--- src/rtl/trace_overlay.sv ---
// Overlays a scrolling 8-bit sample trace onto a 24-bit RGB video stream, 2-clock latency.
// Define TRACE_OVERLAY_GRID_EN to also paint the plot midline in GRID_COLOR.
module trace_overlay #(
    parameter int          HACTIVE     = 1280,
    parameter int          DEPTH       = 256,
    parameter int          Y_TOP       = 100,
    parameter logic [23:0] TRACE_COLOR = 24'hff0000,
    parameter logic [23:0] GRID_COLOR  = 24'h808080
) (
    input  logic        clock,
    input  logic        reset_n,
    input  logic [23:0] in_data,
    input  logic        in_de,
    input  logic        in_hsync,
    input  logic        in_vsync,
    input  logic [7:0]  sample_data,
    input  logic        sample_valid,
    output logic        sample_ready,
    output logic [23:0] video_data,
    output logic        video_de,
    output logic        video_hsync,
    output logic        video_vsync
);
    localparam int AW = $clog2(DEPTH);
    localparam int FW = AW + 1;
    localparam int XW = $clog2(HACTIVE) + 2;
    localparam int YW = 16;

    typedef enum logic [1:0] {SYNC, BLANK, ACTIVE} state_t;
    state_t state, state_nxt;
    logic   start_frame;

    logic [7:0]    fifo_mem [4];
    logic [1:0]    fifo_rd, fifo_wr;
    logic [2:0]    fifo_cnt;
    logic          push, pop;

    logic [7:0]    ram [DEPTH];
    logic [AW-1:0] wr_ptr, base, base_nxt, rd_addr;
    logic [FW-1:0] fill, fill_latched;

    logic          de_d, vs_d, de_rise, vs_rise;
    logic [XW-1:0] x_cnt, x_pix;
    logic [YW-1:0] y_line, y_next, y_pix;

    logic [23:0]   data_p0;
    logic          vld_p0, hs_p0, vs_p0;
    logic [XW-1:0] x_p0;
    logic [YW-1:0] y_p0;
    logic [7:0]    ram_q_p0;
    logic [YW-1:0] trace_line;
    logic          trace_hit, grid_hit;

    function automatic logic [FW-1:0] sat_inc(input logic [FW-1:0] v);
        return (v == FW'(DEPTH)) ? v : v + 1'b1;
    endfunction

    assign vs_rise = in_vsync && !vs_d;
    assign de_rise = in_de && !de_d;
    assign x_pix   = de_rise ? '0 : x_cnt;
    assign y_pix   = de_rise ? y_next : y_line;

    assign sample_ready = reset_n && (fifo_cnt != 3'd4);
    assign push         = sample_valid && sample_ready;
    // The line-start cycle is left out of the drain so RAM is frozen from the first visible pixel.
    assign pop          = (state == BLANK) && !in_de && (fifo_cnt != 3'd0);

    // The first pixel of a frame is read in the same clock that latches base, so bypass it.
    assign base_nxt = start_frame ? ((fill == FW'(DEPTH)) ? wr_ptr : '0) : base;
    assign rd_addr  = base_nxt + x_pix[AW-1:0];

    always_comb begin
        state_nxt   = state;
        start_frame = 1'b0;
        case (state)
            SYNC:   if (vs_rise) state_nxt = BLANK;
            BLANK:  if (in_de) begin
                        state_nxt   = ACTIVE;
                        start_frame = 1'b1;
                    end
            ACTIVE: if (vs_rise) state_nxt = BLANK;
            default: state_nxt = SYNC;
        endcase
    end

    always_ff @(posedge clock) begin
        if (!reset_n) begin
            state        <= SYNC;
            fifo_rd      <= '0;
            fifo_wr      <= '0;
            fifo_cnt     <= '0;
            wr_ptr       <= '0;
            fill         <= '0;
            base         <= '0;
            fill_latched <= '0;
            de_d         <= 1'b0;
            vs_d         <= 1'b0;
            x_cnt        <= '0;
            y_line       <= '0;
            y_next       <= '0;
        end else begin
            state    <= state_nxt;
            de_d     <= in_de;
            vs_d     <= in_vsync;
            fifo_cnt <= fifo_cnt + {2'b0, push} - {2'b0, pop};
            if (push) fifo_wr <= fifo_wr + 1'b1;
            if (pop) begin
                fifo_rd <= fifo_rd + 1'b1;
                wr_ptr  <= wr_ptr + 1'b1;
                fill    <= sat_inc(fill);
            end
            if (start_frame) begin
                base         <= base_nxt;
                fill_latched <= fill;
            end
            if (in_de) x_cnt <= x_pix + 1'b1;
            if (vs_rise) begin
                y_next <= '0;
            end else if (de_rise) begin
                y_line <= y_next;
                y_next <= y_next + 1'b1;
            end
        end
    end

    always_ff @(posedge clock) begin
        if (push) fifo_mem[fifo_wr] <= sample_data;
        if (pop) ram[wr_ptr] <= fifo_mem[fifo_rd];
        ram_q_p0 <= ram[rd_addr];
    end

    // Stage p0: register the incoming pixel, its coordinates and the RAM sample for column x.
    always_ff @(posedge clock) begin
        if (!reset_n) begin
            data_p0 <= '0;
            vld_p0  <= 1'b0;
            hs_p0   <= 1'b0;
            vs_p0   <= 1'b0;
            x_p0    <= '0;
            y_p0    <= '0;
        end else begin
            data_p0 <= in_data;
            vld_p0  <= in_de;
            hs_p0   <= in_hsync;
            vs_p0   <= in_vsync;
            x_p0    <= x_pix;
            y_p0    <= y_pix;
        end
    end

    assign trace_line = YW'(Y_TOP + 255) - {8'b0, ram_q_p0};
    assign trace_hit  = vld_p0 && (32'(x_p0) < 32'(fill_latched)) && (y_p0 == trace_line);
`ifdef TRACE_OVERLAY_GRID_EN
    assign grid_hit   = vld_p0 && (y_p0 == YW'(Y_TOP + 128));
`else
    assign grid_hit   = 1'b0;
`endif

    // Stage p1: colour substitution into the output registers.
    always_ff @(posedge clock) begin
        if (!reset_n) begin
            video_data  <= '0;
            video_de    <= 1'b0;
            video_hsync <= 1'b0;
            video_vsync <= 1'b0;
        end else begin
            video_data  <= trace_hit ? TRACE_COLOR : (grid_hit ? GRID_COLOR : data_p0);
            video_de    <= vld_p0;
            video_hsync <= hs_p0;
            video_vsync <= vs_p0;
        end
    end
endmodule

--- config.mk ---
export PLATFORM = sky130hd
export DESIGN_NAME = trace_overlay
export DESIGN_NICKNAME = d
export VERILOG_FILES = /design/src/rtl/trace_overlay.sv
export SDC_FILE = /design/constraint.sdc
export NUM_CORES = 2
export LEC_CHECK = 0
export CORE_ASPECT_RATIO = 0.9
export CORE_MARGIN = 1
export CORE_UTILIZATION = 56
export CTS_BUF_LIST = sky130_fd_sc_hd__clkbuf_4
export DETAILED_ROUTE_END_ITERATION = 16
export HOLD_SLACK_MARGIN = 0.1
export PLACE_DENSITY = 0.72
export REMOVE_ABC_BUFFERS = 1
export SYNTH_ARGS = -nofsm -noshare
export SYNTH_HDL_FRONTEND = slang
export SYNTH_SLANG_ARGS = --single-unit
--- constraint.sdc ---
create_clock -name clock -period 7 [get_ports clock]
set_input_delay 2.1 -clock clock [delete_from_list [all_inputs] [get_ports clock]]
set_output_delay 2.1 -clock clock [all_outputs]
set_load 0.02 [all_outputs]
==> results.json <==
{
  "status": "completed",
  "dpl.hpwl_um": 120000,
  "viasPerCell": 6.19,
  "p_switching_uw": 5940,
  "yosysTopAreaCellShare_pct": 71.5,
  "ios": 66,
  "seqPwrFrac_pct": 55.8,
  "rsz0062_at_grt": "no",
  "cp_cell_sequence": "clkdlybuf4s50_1 -> nand3b_2 -> nor3_4 -> buf_4 -> a22o_1 -> inv_1 -> fa_4 -> buf_12 -> buf_12 -> buf_12 -> mux4_2 -> mux2i_1 -> mux2_2 -> a31oi_1 -> o22ai_1 -> o22ai_1",
  "slew_headroom_pct": 2.72,
  "arrival_ps": 6990,
  "synth_most_common_cell": "edfxtp_1",
  "sw_frac_of_total_pct": 22.0,
  "critPathLaunchType": "input port",
  "postCtsSetupRepairBufs": 0,
  "hold_path_class": "reg -> reg",
  "final_core_util_pct": 63.4,
  "powerDensity_nw_per_um2": 275,
  "cts-root-buf": "clkbuf_4",
  "start_util_pct": 56.4,
  "async_flop_share_pct": 0,
  "ys_seq_area_share_pct": 75.7,
  "rrSetupSlack_ps": 1600,
  "min_period_over_period_pct": 83.2,
  "die_height_um": 377,
  "setup_viol": 0,
  "max_cap_viol_count": 0,
  "wl_per_cell_um": 28.0,
  "synth_warnings": 0,
  "worst_r2r_endpoint": "ram_q_p0[6]",
  "ys.flop_type": "edfxtp_1",
  "crit_fanout": 34,
  "endpoint_kind": "flip-flop",
  "critPathSlowestCell": "fa_4",
  "drive_gt1_share_pct": 33.4,
  "avgSynthCellArea_um2": 21.1,
  "netlist_area_um2": 87300,
  "yosysTopAreaCell": "edfxtp_1",
  "clk_pin_slew_ps": 70,
  "dr.pass1.iters": 6,
  "placed_cells": 6217,
  "p_int_uw": 21100,
  "numCtsBuffers": 566,
  "die_x_um": 418,
  "post-route-min-period_ps": 5820,
  "finClkSkew_ps": 115,
  "dieArea_um2": 157000,
  "vdd.ir_drop.worst_v": 0.000176,
  "timing.rr.start": "fill[0]",
  "p_leak_uw": 0.0313,
  "drc": 0,
  "grt_pass1_wl_um": 296000,
  "synth-edff-count": 2080,
  "holdPathEnd": "video_data[9]",
  "vias": 44308,
  "cts_sinks": 2261,
  "antenna_found_initial": 2,
  "p_clk_share_pct": 39.3,
  "cp_common_cell": "buf_12",
  "fillCellCount": 10562,
  "tightest_slew_ps": 1460,
  "num_rows": 137,
  "tns_ps": 0,
  "h-tree-depth": 6,
  "wl_um": 201000,
  "critPathMaxStageDelay_ps": 920,
  "grt_usage_pct": 26.0,
  "setup.worst_path.start": "in_de",
  "ys_top_cells_by_count": "2080 x edfxtp_1, 646 x mux4_2, 296 x nor2_1",
  "port_buffers": 65,
  "p_comb_share_pct": 4.9,
  "post_cts_resized": 0,
  "grt_max_degree": 228,
  "grt_remaining_overflow": 0,
  "clk_path_buf_depth": 4,
  "synth_cell_type_count": 62,
  "cts_tree": "built",
  "min_from": "data_p0[9]",
  "maxSlewViolCount": 0,
  "crit_required_ps": 8160,
  "cp_top_family": "buffers and inverters",
  "gp_congestion": 0.871,
  "drt-initial-drc-count": 5037,
  "first_global_vias": 44859,
  "detail-route-antenna-nets": 0,
  "coreArea_um2": 155000,
  "r2r_cells": 17,
  "hold_violations": 0,
  "synthCells": 4131,
  "area_growth_pct": 12.4,
  "critPathKind": "in -> reg",
  "synthTopCellsByArea": "edfxtp_1 72%, mux4_2 17%, dfxtp_1 4.2%, nor2_1 1.3%, and2_1 0.71%",
  "synth_seq_cells": 2261,
  "max_freq_mhz": 172,
  "ctsHoldBuffers": 0,
  "final_cells": 7154,
  "clk_latency_ps": 1310,
  "path_buf_inv": 6,
  "worstHoldPathCells": 1,
  "finalNetCount": 4771
}
## worst max-delay path by stage
stage | slack (ps) | depth (start not counted) | to
2_1_floorplan | -17220 | 9 | ram_q_p0[6]
3_3_place_gp | 60 | 15 | ram_q_p0[6]
3_5_place_dp | 10 | 16 | ram_q_p0[6]
4_1_cts | 1400 | 14 | ram_q_p0[7]
5_1_grt | 1190 | 16 | ram_q_p0[6]
6_report | 1180 | 16 | ram_q_p0[6]
## area by class of cell
class                           instances  area [um2]  area share [%]
Tap cell                             2085        2610            2.66
Sequential cell                      2261       66100            67.3
Multi-Input combinational cell       1611       20200            20.6
Inverter                               27         101           0.103
Antenna cell                            8        20.0          0.0204
Clock inverter                        125         701           0.714
Clock buffer                          804        6040            6.15
Timing Repair Buffer                  233        2370            2.42
## power by group through the flow
stage	Combinational, uW	Sequential (uW)	Clock, uW
global route	1420	15100	11500
floorplan	1310	15400	0
finish	1330	15100	10600
CTS	1350	15100	10800
detailed placement	1350	15400	0
global placement	1310	15300	0
## per-stage QoR
step                total power [uW]  hold slack (ps)  area (um2)  setup WS [ps]
finish                         27000              421       98200           1180
global route                   27900              440       98200           1190
CTS                            27200              425       98200           1400
detailed placement             16700              411       91400           10.6
global placement               16700              408       91400           55.1
floorplan                      16700              406       86300         -17220
## cells by family after synthesis
family	share of synthesized area, %
adders and majority gates	0.490
buffers and inverters	1.30
xor gates and xnor gates	0.605
DFF	75.7
and+or+nand+nor	3.69
AOI/OAI and AO/OA	1.38
muxes	16.8
## sequential cells by signal, indices dropped and copies added (netlist names), 13 cells and up, named ones only
signal / count
ram: 2048
y_p0: 16
y_next: 16
data_p0: 24
x_cnt: 13
y_line: 16
video_data: 24
fifo_mem: 32
x_p0: 13
## cells in the final DEF (no fill, tap or decap), types with 13 or more instances in the layout
master	Yosys	final
o21a_1	14	14
or3_1	14	14
nand4_1	18	18
buf_4	18	132
buf_12	0	37
a21boi_0	46	46
xnor2_1	32	29
and2_1	99	99
edfxtp_1	2080	2080
mux4_2	646	638
and3_1	27	27
o21ai_0	16	16
clkinv_1	0	86
clkbuf_4	0	804
nand2_1	154	154
ha_1	31	30
xor2_1	22	21
a21oi_1	13	13
inv_1	27	27
mux2i_1	15	15
inv_2	0	16
a211oi_1	15	14
clkdlybuf4s50_1	0	64
nand3_1	35	23
clkinv_2	0	14
nor2b_1	16	16
dfxtp_1	181	181
nor2_1	296	295
## metal layers
layer,up-vias,track usage (%),wire (um)
met2,2491,38.6,93900
li1,18413,-,-
met1,23086,38.1,81000
met4,0,8.96,5170
met3,318,6.51,20500
met5,-,0,0
## worst register-to-register path: stages, from the launching register on
cell and delay [ps]:
dfxtp_1 330, inv_1 100, ha_1 150, or4b_4 490
nor3_4 260, buf_4 210, a22o_1 200, inv_1 80
fa_4 920, buf_12 220, buf_12 280, buf_12 300
mux4_2 340, mux2i_1 340, mux2_2 340, a31oi_1 110
o22ai_1 490, o22ai_1 160
No activity file was read; power rests on OpenSTA's default activity.
